$ cat src/rtl/wb_bridge_pkg.sv
// Shared types and lane-count helpers for the Wishbone width down-converter.
package wb_bridge_pkg;

  typedef enum logic [1:0] {IDLE, ISSUE, RESP} wb_br_state_e;

  // Number of narrow lanes that make up one wide word.
  function automatic int lane_count(int in_width, int out_width);
    return in_width / out_width;
  endfunction

  // Width of a lane index; kept at least one bit so a 1:1 bridge still has a legal vector.
  function automatic int lane_bits(int lanes);
    return (lanes > 1) ? $clog2(lanes) : 1;
  endfunction

endpackage

$ cat src/rtl/wb_if.sv
// Classic Wishbone bundle, parameterised on byte-address and data width.
interface wb_if #(
  parameter int AW = 32,
  parameter int DW = 32
) ();

  logic          cyc;
  logic          stb;
  logic          we;
  logic [AW-1:0] adr;
  logic [DW/8-1:0] sel;
  logic [DW-1:0] dat_w;
  logic [DW-1:0] dat_r;
  logic          ack;
  logic          err;

  modport master (
    output cyc, stb, we, adr, sel, dat_w,
    input  dat_r, ack, err
  );

  modport slave (
    input  cyc, stb, we, adr, sel, dat_w,
    output dat_r, ack, err
  );

endinterface

$ cat src/rtl/wb_lane_pick.sv
// Finds the next narrow lane whose byte selects are non-zero.
// With 'first' set the search starts at lane 0 inclusive, otherwise strictly above 'cur'.
module wb_lane_pick
  import wb_bridge_pkg::*;
#(
  parameter int R  = 4,
  parameter int OB = 1,
  parameter int LW = lane_bits(R)
) (
  input  logic [R*OB-1:0] sel,
  input  logic [LW-1:0]   cur,
  input  logic            first,
  output logic [LW-1:0]   lane,
  output logic            valid
);

  // Scan from the top down so the lowest qualifying lane is the one left standing.
  always_comb begin
    valid = 1'b0;
    lane  = '0;
    for (int k = R - 1; k >= 0; k--) begin
      if ((sel[k*OB +: OB] != '0) && (first || (k > int'(cur)))) begin
        valid = 1'b1;
        lane  = LW'(k);
      end
    end
  end

endmodule

$ cat src/rtl/wb_downsize_bridge.sv
// Wishbone width down-converter: one wide access becomes one narrow beat per active lane.
module wb_downsize_bridge
  import wb_bridge_pkg::*;
#(
  parameter int ADDRESS_WIDTH  = 32,
  parameter int IN_DATA_WIDTH  = 32,
  parameter int OUT_DATA_WIDTH = 8
) (
  input  logic clk,
  input  logic rstn,
  wb_if.slave  in,
  wb_if.master out
);

  localparam int R   = lane_count(IN_DATA_WIDTH, OUT_DATA_WIDTH);
  localparam int IB  = IN_DATA_WIDTH / 8;
  localparam int OB  = OUT_DATA_WIDTH / 8;
  localparam int LW  = lane_bits(R);
  localparam int OBL = $clog2(OB);
  localparam logic [ADDRESS_WIDTH-1:0] LANE_MASK = ADDRESS_WIDTH'(IB - 1);

  wb_br_state_e             state_q, state_d;
  logic [ADDRESS_WIDTH-1:0] adr_q, adr_d;
  logic [IB-1:0]            sel_q, sel_d;
  logic [IN_DATA_WIDTH-1:0] dat_w_q, dat_w_d;
  logic                     we_q, we_d;
  logic [LW-1:0]            lane_q, lane_d;
  logic [IN_DATA_WIDTH-1:0] acc_q, acc_d;
  logic                     gap_q, gap_d;
  logic                     abort_q, abort_d;
  logic                     resp_err_q, resp_err_d;
  logic                     out_cyc_q, out_cyc_d;
  logic                     out_stb_q, out_stb_d;
  logic                     in_ack_q, in_ack_d;
  logic                     in_err_q, in_err_d;
  logic [IN_DATA_WIDTH-1:0] in_dat_r_q, in_dat_r_d;

  logic          pick_first;
  logic [IB-1:0] pick_sel;
  logic [LW-1:0] pick_lane;
  logic          pick_valid;
  logic          abort_now;

  // In IDLE the search runs over the incoming selects; afterwards over the latched ones.
  assign pick_first = (state_q == IDLE);
  assign pick_sel   = pick_first ? in.sel : sel_q;
  assign abort_now  = abort_q | ~in.cyc;

  wb_lane_pick #(.R(R), .OB(OB), .LW(LW)) u_pick (
    .sel   (pick_sel),
    .cur   (lane_q),
    .first (pick_first),
    .lane  (pick_lane),
    .valid (pick_valid)
  );

  assign out.cyc   = out_cyc_q;
  assign out.stb   = out_stb_q;
  assign out.we    = we_q;
  assign out.adr   = adr_q | (ADDRESS_WIDTH'(lane_q) << OBL);
  assign out.sel   = sel_q[lane_q*OB +: OB];
  assign out.dat_w = dat_w_q[lane_q*OUT_DATA_WIDTH +: OUT_DATA_WIDTH];
  assign in.ack    = in_ack_q;
  assign in.err    = in_err_q;
  assign in.dat_r  = in_dat_r_q;

  // State and datapath registers; reset clears every output immediately.
  always_ff @(posedge clk or negedge rstn) begin
    if (!rstn) begin
      state_q    <= IDLE;
      adr_q      <= '0;
      sel_q      <= '0;
      dat_w_q    <= '0;
      we_q       <= 1'b0;
      lane_q     <= '0;
      acc_q      <= '0;
      gap_q      <= 1'b0;
      abort_q    <= 1'b0;
      resp_err_q <= 1'b0;
      out_cyc_q  <= 1'b0;
      out_stb_q  <= 1'b0;
      in_ack_q   <= 1'b0;
      in_err_q   <= 1'b0;
      in_dat_r_q <= '0;
    end else begin
      state_q    <= state_d;
      adr_q      <= adr_d;
      sel_q      <= sel_d;
      dat_w_q    <= dat_w_d;
      we_q       <= we_d;
      lane_q     <= lane_d;
      acc_q      <= acc_d;
      gap_q      <= gap_d;
      abort_q    <= abort_d;
      resp_err_q <= resp_err_d;
      out_cyc_q  <= out_cyc_d;
      out_stb_q  <= out_stb_d;
      in_ack_q   <= in_ack_d;
      in_err_q   <= in_err_d;
      in_dat_r_q <= in_dat_r_d;
    end
  end

  // Next-state logic: accept, walk the active lanes with a one-cycle strobe gap, respond.
  always_comb begin
    state_d    = state_q;
    adr_d      = adr_q;
    sel_d      = sel_q;
    dat_w_d    = dat_w_q;
    we_d       = we_q;
    lane_d     = lane_q;
    acc_d      = acc_q;
    gap_d      = gap_q;
    abort_d    = abort_q;
    resp_err_d = resp_err_q;
    out_cyc_d  = out_cyc_q;
    out_stb_d  = out_stb_q;
    in_ack_d   = 1'b0;
    in_err_d   = 1'b0;
    in_dat_r_d = in_dat_r_q;
    case (state_q)
      IDLE: begin
        // A response still showing on the wide side blocks a same-cycle re-accept.
        if (in.cyc && in.stb && !in_ack_q && !in_err_q) begin
          adr_d   = in.adr & ~LANE_MASK;
          sel_d   = in.sel;
          dat_w_d = in.dat_w;
          we_d    = in.we;
          acc_d   = '0;
          gap_d   = 1'b0;
          abort_d = 1'b0;
          if (pick_valid) begin
            lane_d    = pick_lane;
            out_cyc_d = 1'b1;
            out_stb_d = 1'b1;
            state_d   = ISSUE;
          end else begin
            resp_err_d = 1'b0;
            state_d    = RESP;
          end
        end
      end
      ISSUE: begin
        abort_d = abort_now;
        if (gap_q) begin
          gap_d = 1'b0;
          if (abort_now) begin
            out_cyc_d = 1'b0;
            out_stb_d = 1'b0;
            state_d   = IDLE;
          end else begin
            out_stb_d = 1'b1;
          end
        end else if (out.err) begin
          out_cyc_d  = 1'b0;
          out_stb_d  = 1'b0;
          resp_err_d = 1'b1;
          state_d    = abort_now ? IDLE : RESP;
        end else if (out.ack) begin
          if (!we_q) begin
            acc_d[lane_q*OUT_DATA_WIDTH +: OUT_DATA_WIDTH] = out.dat_r;
          end
          if (abort_now) begin
            out_cyc_d = 1'b0;
            out_stb_d = 1'b0;
            state_d   = IDLE;
          end else if (pick_valid) begin
            lane_d    = pick_lane;
            out_stb_d = 1'b0;
            gap_d     = 1'b1;
          end else begin
            out_cyc_d  = 1'b0;
            out_stb_d  = 1'b0;
            resp_err_d = 1'b0;
            state_d    = RESP;
          end
        end
      end
      RESP: begin
        in_ack_d   = ~resp_err_q;
        in_err_d   = resp_err_q;
        in_dat_r_d = acc_q;
        state_d    = IDLE;
      end
      default: state_d = IDLE;
    endcase
  end

endmodule

$ cat src/flat_wrapper.sv
// flat-port wrapper written by rule: the top's interface ports become plain ports
module wb_downsize_bridge_flat import wb_bridge_pkg::*;
#(
  parameter int ADDRESS_WIDTH  = 32,
  parameter int IN_DATA_WIDTH  = 32,
  parameter int OUT_DATA_WIDTH = 8
)
  (clk, rstn, in_cyc, in_stb, in_we, in_adr, in_sel, in_dat_w, in_dat_r, in_ack, in_err, out_cyc, out_stb, out_we, out_adr, out_sel, out_dat_w, out_dat_r, out_ack, out_err);
  wb_if #(.AW(32), .DW(32)) in_i ();
  wb_if #(.AW(32), .DW(8)) out_i ();
  input  logic clk;
  input  logic rstn;
  input wire logic [$bits(in_i.cyc)-1:0] in_cyc;
  input wire logic [$bits(in_i.stb)-1:0] in_stb;
  input wire logic [$bits(in_i.we)-1:0] in_we;
  input wire logic [$bits(in_i.adr)-1:0] in_adr;
  input wire logic [$bits(in_i.sel)-1:0] in_sel;
  input wire logic [$bits(in_i.dat_w)-1:0] in_dat_w;
  output wire logic [$bits(in_i.dat_r)-1:0] in_dat_r;
  output wire logic [$bits(in_i.ack)-1:0] in_ack;
  output wire logic [$bits(in_i.err)-1:0] in_err;
  output wire logic [$bits(out_i.cyc)-1:0] out_cyc;
  output wire logic [$bits(out_i.stb)-1:0] out_stb;
  output wire logic [$bits(out_i.we)-1:0] out_we;
  output wire logic [$bits(out_i.adr)-1:0] out_adr;
  output wire logic [$bits(out_i.sel)-1:0] out_sel;
  output wire logic [$bits(out_i.dat_w)-1:0] out_dat_w;
  input wire logic [$bits(out_i.dat_r)-1:0] out_dat_r;
  input wire logic [$bits(out_i.ack)-1:0] out_ack;
  input wire logic [$bits(out_i.err)-1:0] out_err;
  assign in_i.cyc = in_cyc;
  assign in_i.stb = in_stb;
  assign in_i.we = in_we;
  assign in_i.adr = in_adr;
  assign in_i.sel = in_sel;
  assign in_i.dat_w = in_dat_w;
  assign in_dat_r = in_i.dat_r;
  assign in_ack = in_i.ack;
  assign in_err = in_i.err;
  assign out_cyc = out_i.cyc;
  assign out_stb = out_i.stb;
  assign out_we = out_i.we;
  assign out_adr = out_i.adr;
  assign out_sel = out_i.sel;
  assign out_dat_w = out_i.dat_w;
  assign out_i.dat_r = out_dat_r;
  assign out_i.ack = out_ack;
  assign out_i.err = out_err;
  wb_downsize_bridge #(.ADDRESS_WIDTH(ADDRESS_WIDTH), .IN_DATA_WIDTH(IN_DATA_WIDTH), .OUT_DATA_WIDTH(OUT_DATA_WIDTH)) u_core (.clk(clk), .rstn(rstn), .in(in_i), .out(out_i));
endmodule
$ cat config.mk
export PLATFORM = sky130hd
export DESIGN_NAME = wb_downsize_bridge_flat
export DESIGN_NICKNAME = d
export VERILOG_FILES = /design/src/rtl/wb_bridge_pkg.sv /design/src/rtl/wb_if.sv /design/src/rtl/wb_lane_pick.sv /design/src/rtl/wb_downsize_bridge.sv /design/src/flat_wrapper.sv
export SDC_FILE = /design/constraint.sdc
export NUM_CORES = 1
export LEC_CHECK = 0
export BUFFER_PORTS_ARGS = -buffer_cell sky130_fd_sc_hd__buf_2
export CORE_AREA = 5 5 116 118
export CTS_BUF_LIST = sky130_fd_sc_hd__clkbuf_4
export DETAILED_ROUTE_END_ITERATION = 12
export DIE_AREA = 0 0 121 123
export PLACE_DENSITY = 0.75
export SLEW_MARGIN = 40
export SYNTH_ARGS = -nofsm -noshare
export SYNTH_HDL_FRONTEND = slang
export SYNTH_SLANG_ARGS = --single-unit
$ cat constraint.sdc
create_clock -name clk -period 2.7 [get_ports clk]
set_input_delay 0.135 -clock clk [delete_from_list [all_inputs] [get_ports clk]]
set_output_delay 0.135 -clock clk [all_outputs]
set_load 0.01 [all_outputs]
==> metrics, run 1 <==
highest net fanout along the worst path=a little under 50; WP data arrival=roughly 2.6 ns; final hold violations=0; Root Driver=clkbuf_4; CTS tree=built; final cell count without fillers=1015; YS warnings=0; worst flop-to-flop path startpoint=u_core.state_q[1]; P per Cell Area=roughly 760 nW/um^2; Post-synth EDFFs=0; n_diodes=0; maximum vdd drop=just under 0.0004 V; Synth top area share=roughly 59%; H-tree depth=4; Clock Latency Late Sink=roughly 0.55 ns; Num CTS Buffers=17; Post-synth top flop=dfrtp_1; Starting Density=about half; Hold Slack=approximately 0.086 ns; worst r2r path cells=5; Mean Syn Cell Area=about 10 sq um; Crit. End Element=flip-flop; synth unique cells=44; crit share post-route=between 70% and 80%; antenna-violating nets left=0; DR vias=roughly 5100; share of layout cells above drive strength 1=26.7%; Seq cells post-synth=about 140; Min-Delay Endpoint=u_core.out.stb; synth-to-layout area growth=33.4%; DRT Pass-1 Iters=5; Mapped Area=around 6000 sq um; Port Buffers=158; asr flop ratio synth=100%; vias per cell=roughly 5; Syn Inst Count=594; min Tclk post-route=between 2 and 2.5 ns; Max transition margin=52.0%; final WL=approximately 15 mm; FMAX=~0.48 GHz; total core area=~12000 sq um; nets=between 900 and 1000; Slew @ Worst Pin=0.714 ns; Synth area leaders=dfrtp_1 (59%), nand2_1 (16%), mux2i_1 (4.0%), mux4_2 (3.4%), o21ai_0 (2.3%); die area=between 10000 and 15000 sq um; RSZ-0062 raised after global routing=no; register area share after synthesis=59.3%; r2r endpoint=u_core.dat_w_q[4]; largest net degree at the start of global routing=93; placed cells=around 910; hold path depth=4; Setup violations, final=0; outcome=complete, no violations; # Max-Cap Violations=0; Tightest Hold Check Type=in2reg; DR iter-0 viols=roughly 320; initial antenna violation count=0; Critical Path RT=approximately 3.2 ns; GP Congestion=between 0.8 and 0.9; Die X-Extent=roughly 120 um; Sink Count=approximately 140; Rows=41; number of global-route vias before repair=5216; kind of critical path=reg2reg; count leader, synth=nand2_1; Static Leakage=4.24 nW; Worst Skew=0.0231 ns; min-delay src=out_ack; Worst-path clk slew=roughly 0.12 ns; post-CTS setup buffer count=0; Overflow after GRT=0; first-pass GRT wire length=~25 mm; Resized Gates After CTS=0; leading area contributor after synthesis=dfrtp_1; slack of the worst reg-to-reg path=about 0.6 ns; IO Pins=roughly 160; gr usage total=a little over a fifth; Critical Path Start Type=flip-flop; hpwl dp=9.56 mm; drt wl/cell=about 15 um; Synthesized Nets=just under 700; number of remaining DRC errors=0; synth cell count leaders=nand2_1 (251), dfrtp_1 (142), inv_1 (30); max-slew violation count=0; setup TNS=0 ns; Chip Height=between 100 and 150 um; CTS Buffer Depth=2
==> worst max-delay path, stage by stage (launching register included) <==
cell     delay, ns
dfrtp_1       0.52
or2_1         0.35
or2_2         0.44
buf_4         0.50
nand2_1       0.14
nand2_1       0.09
==> final cells by class <==
class / instances / area, sq um
multi-input combinational: 396 / 2200
timing repair buffer: 244 / 1670
sequential: 142 / 3550
fill: 939 / 4370
clock inverter: 12 / 98.8
tap: 172 / 215
inverter: 30 / 113
clock buffer: 19 / 143
==> per-stage QoR <==
stage / instance area (sq um) / util (%) / total power, W / setup slack [ns]
floorplan: 5990 / - / 0.00407 / 0.603
global placement: 6960 / 56.3 / 0.00475 / 0.671
detailed placement: 6960 / 56.3 / 0.00483 / 0.631
CTS: 7990 / 64.6 / 0.00612 / 0.581
global route: 7990 / 64.6 / 0.00650 / 0.395
finish: 7990 / 64.6 / 0.00610 / 0.601
==> logic make-up after synthesis <==
family,synth area share (%)
AOI/OAI and AO/OA,6.68
adders and majority gates,1.04
buffers and inverters,3.99
DFF,59.3
muxes,9.09
and+or+nand+nor,19.9
==> sequential cells by signal, indices dropped and copies added, names as in the netlist <==
register and cells:
u_core.abort_q 1, u_core.acc_q 32, u_core.adr_q 30, u_core.dat_w_q 32
u_core.gap_q 1, u_core.in.ack 1, u_core.in.dat_r 32, u_core.in.err 1
u_core.lane_q 2, u_core.out.cyc 1, u_core.out.stb 1, u_core.out.we 1
u_core.resp_err_q 1, u_core.sel_q 4, u_core.state_q 2
==> cell usage in the layout, fill, tap and decap left out, drive strengths merged, types with 6 or more instances in the layout <==
cell         count
a22o             9
mux2i           24
nand2          251
clkbuf          20
nor2            11
inv             30
dlygate4sd3     78
buf            165
mux2             9
mux4             9
clkinv           6
dfrtp          142
o21ai           34
==> metal layers <==
metal / vias up / track usage (%) / share of wire (%)
met5: - / 0 / 0
met4: 0 / 7.37 / 1.6
met3: 23 / 5.95 / 7.7
met2: 199 / 36.4 / 50
met1: 2472 / 26.4 / 41
li1: 2391 / - / -
==> power breakdown <==
group          switching (W)  internal [W]  leakage [nW]
registers           0.000289       0.00261          1.86
clock network       0.000732      0.000459         0.121
logic                0.00111      0.000900          2.27
==> worst max-delay path by stage <==
stage	slack, ns	startpoint	endpoint
floorplan	0.60	u_core.lane_q[1]	u_core.acc_q[16]
global placement	0.67	u_core.state_q[1]	u_core.sel_q[2]
detailed placement	0.63	u_core.state_q[1]	u_core.sel_q[2]
CTS	0.58	u_core.lane_q[1]	u_core.acc_q[28]
global route	0.40	u_core.state_q[1]	u_core.sel_q[2]
finish	0.60	u_core.state_q[1]	u_core.dat_w_q[4]
==> what timing repair did <==
item / in CTS / in global routing
hold buffers: 78 / 0
hold endpoints to repair: 193 / 0
setup endpoints to repair: 0 / 0
Note: power is estimated with default switching activity, not from simulation.
==> run 2, diff against run 1 <==
==> constraint.sdc (replaced) <==
create_clock -name clk -period 2 [get_ports clk]
set_input_delay 0.1 -clock clk [delete_from_list [all_inputs] [get_ports clk]]
set_output_delay 0.1 -clock clk [all_outputs]
set_load 0.01 [all_outputs]
==> metrics, run 2 (synthesized netlist as in run 1, its figures left out) <==
outcome=complete, no violations; Slew @ Worst Pin=roughly 0.60 ns; synth-to-layout area growth=35.4%; final hold violations=0; Tightest Hold Check Type=in2reg; total power=0.00855 W; number of remaining DRC errors=0; H-tree depth=4; CP Depth=6; number of global-route vias before repair=between 5000 and 6000; setup TNS=0 ns; IO Pins=~160; worst flop-to-flop path startpoint=u_core.lane_q[0]; Critical Path Start Type=flip-flop; cell breakdown of the critical path=inv_1, ha_1, or3b_1, a31oi_4, o21ai_1, mux2_2; WP data arrival=2.33 ns; kind of critical path=reg2reg; final WL=15.5 mm; commonest non-fill, non-tap cell in the layout=nand2_1; DRT Pass-1 Iters=4; post-CTS setup buffer count=0; Starting Density=approximately 48%; crit share post-route=95.3%; initial antenna violation count=0; maximum vdd drop=0.000629 V; Sink Count=142; drt wl/cell=15.2 um; Max transition margin=roughly three fifths; GP Congestion=0.844; Setup violations, final=0; r2r endpoint=u_core.lane_q[0]; die area=14900 sq um; first-pass GRT wire length=between 20 and 30 mm; Rows=between 40 and 50; gr usage total=between 20% and 30%; n_diodes=0; antenna-violating nets left=0; Num CTS Buffers=17; Crit. End Element=flip-flop; CTS tree=built; Worst-path clk slew=0.12 ns; Worst Skew=around 0.017 ns; Clock Latency Late Sink=0.54 ns; Root Driver=clkbuf_4; end of the critical path=u_core.lane_q[0]; min-delay src=out_ack; DR vias=between 5000 and 6000; Overflow after GRT=0; max-slew violation count=0; CP startpoint=u_core.lane_q[0]; vias per cell=around 5.0; share of layout cells above drive strength 1=27.5%; slowest CP cell=dfrtp_1; DR iter-0 viols=~250; highest net fanout along the worst path=4; Static Leakage=roughly 4.3 nW; CTS Buffer Depth=2; worst r2r path cells=6; P per Cell Area=~1100 nW/um^2; worst path buffer plus inverter count=1; slack of the worst reg-to-reg path=between 0.09 and 0.1 ns; Port Buffers=around 160; min Tclk post-route=between 1.5 and 2 ns; hpwl dp=9.76 mm; # Max-Cap Violations=0; FMAX=between 0.5 and 0.6 GHz; total core area=12400 sq um; nets=~900; Chip Height=between 100 and 150 um; RSZ-0062 raised after global routing=yes; largest net degree at the start of global routing=69; max incr delay on CP=approximately 0.4 ns; Largest delay share family, worst path=flip-flops; most frequent cells in the layout=nand2_1 (251), buf_2 (157), dfrtp_1 (142); Die X-Extent=roughly 120 um; Critical Path RT=about 2.4 ns
## run 2: tightest hold or removal path, cell delays in order
cell and delay [ns]:
buf_2 0.11, or3b_1 0.24, o32ai_1 0.11
## run 2: power breakdown
group	internal, W	switching (W)
registers	0.00353	0.000392
clock network	0.000860	0.00100
logic	0.00126	0.00151
## run 2: stage by stage
stage,setup WS [ns],cells,instance area (sq um),hold slack [ns],util (%)
global route,-0.0114,1022,8110,0.00393,65.6
detailed placement,0.0981,912,7020,0.137,56.8
CTS,0.0121,1022,8090,0.00371,65.4
global placement,0.159,912,7020,0.120,56.8
floorplan,0.0402,594,6000,-0.196,-
finish,0.0950,1022,8110,0.0587,65.6
## run 2: final cells by class
type | count | area (sq um)
well taps | 172 | 215
inverters | 30 | 113
fillers | 917 | 4250
clock inverters | 14 | 149
flip-flops and latches | 142 | 3550
repair buffers | 250 | 1720
multi-input cells | 396 | 2220
clock buffers | 18 | 135
## run 2: per-layer routing
| layer | up-vias | share of wire, % | wire length (um) | GRT usage [%] |
|---|---|---|---|---|
| li1 | 2422 | - | - | - |
| met1 | 2398 | 41 | 6440 | 27.9 |
| met2 | 209 | 48 | 7520 | 36.3 |
| met3 | 32 | 7.9 | 1230 | 6.86 |
| met4 | 0 | 2.2 | 342 | 8.78 |
| met5 | - | 0 | 0 | 0 |
## run 2: how the worst min path moves through the flow
| stage | to | cells past startpoint |
|---|---|---|
| final | u_core.gap_q | 3 |
| after global routing | u_core.gap_q | 3 |
| after CTS | u_core.gap_q | 3 |
| after detailed placement | u_core.in.dat_r[8] | 1 |
| after global placement | u_core.in.dat_r[12] | 1 |
| after floorplan | u_core.abort_q | 0 |
## run 2: repair_timing
action                                  in CTS  in global routing
gates resized for setup                      2                  5
hold endpoints to repair                   211                  0
endpoints found under the setup margin       9                 15
hold buffers                                78                  0
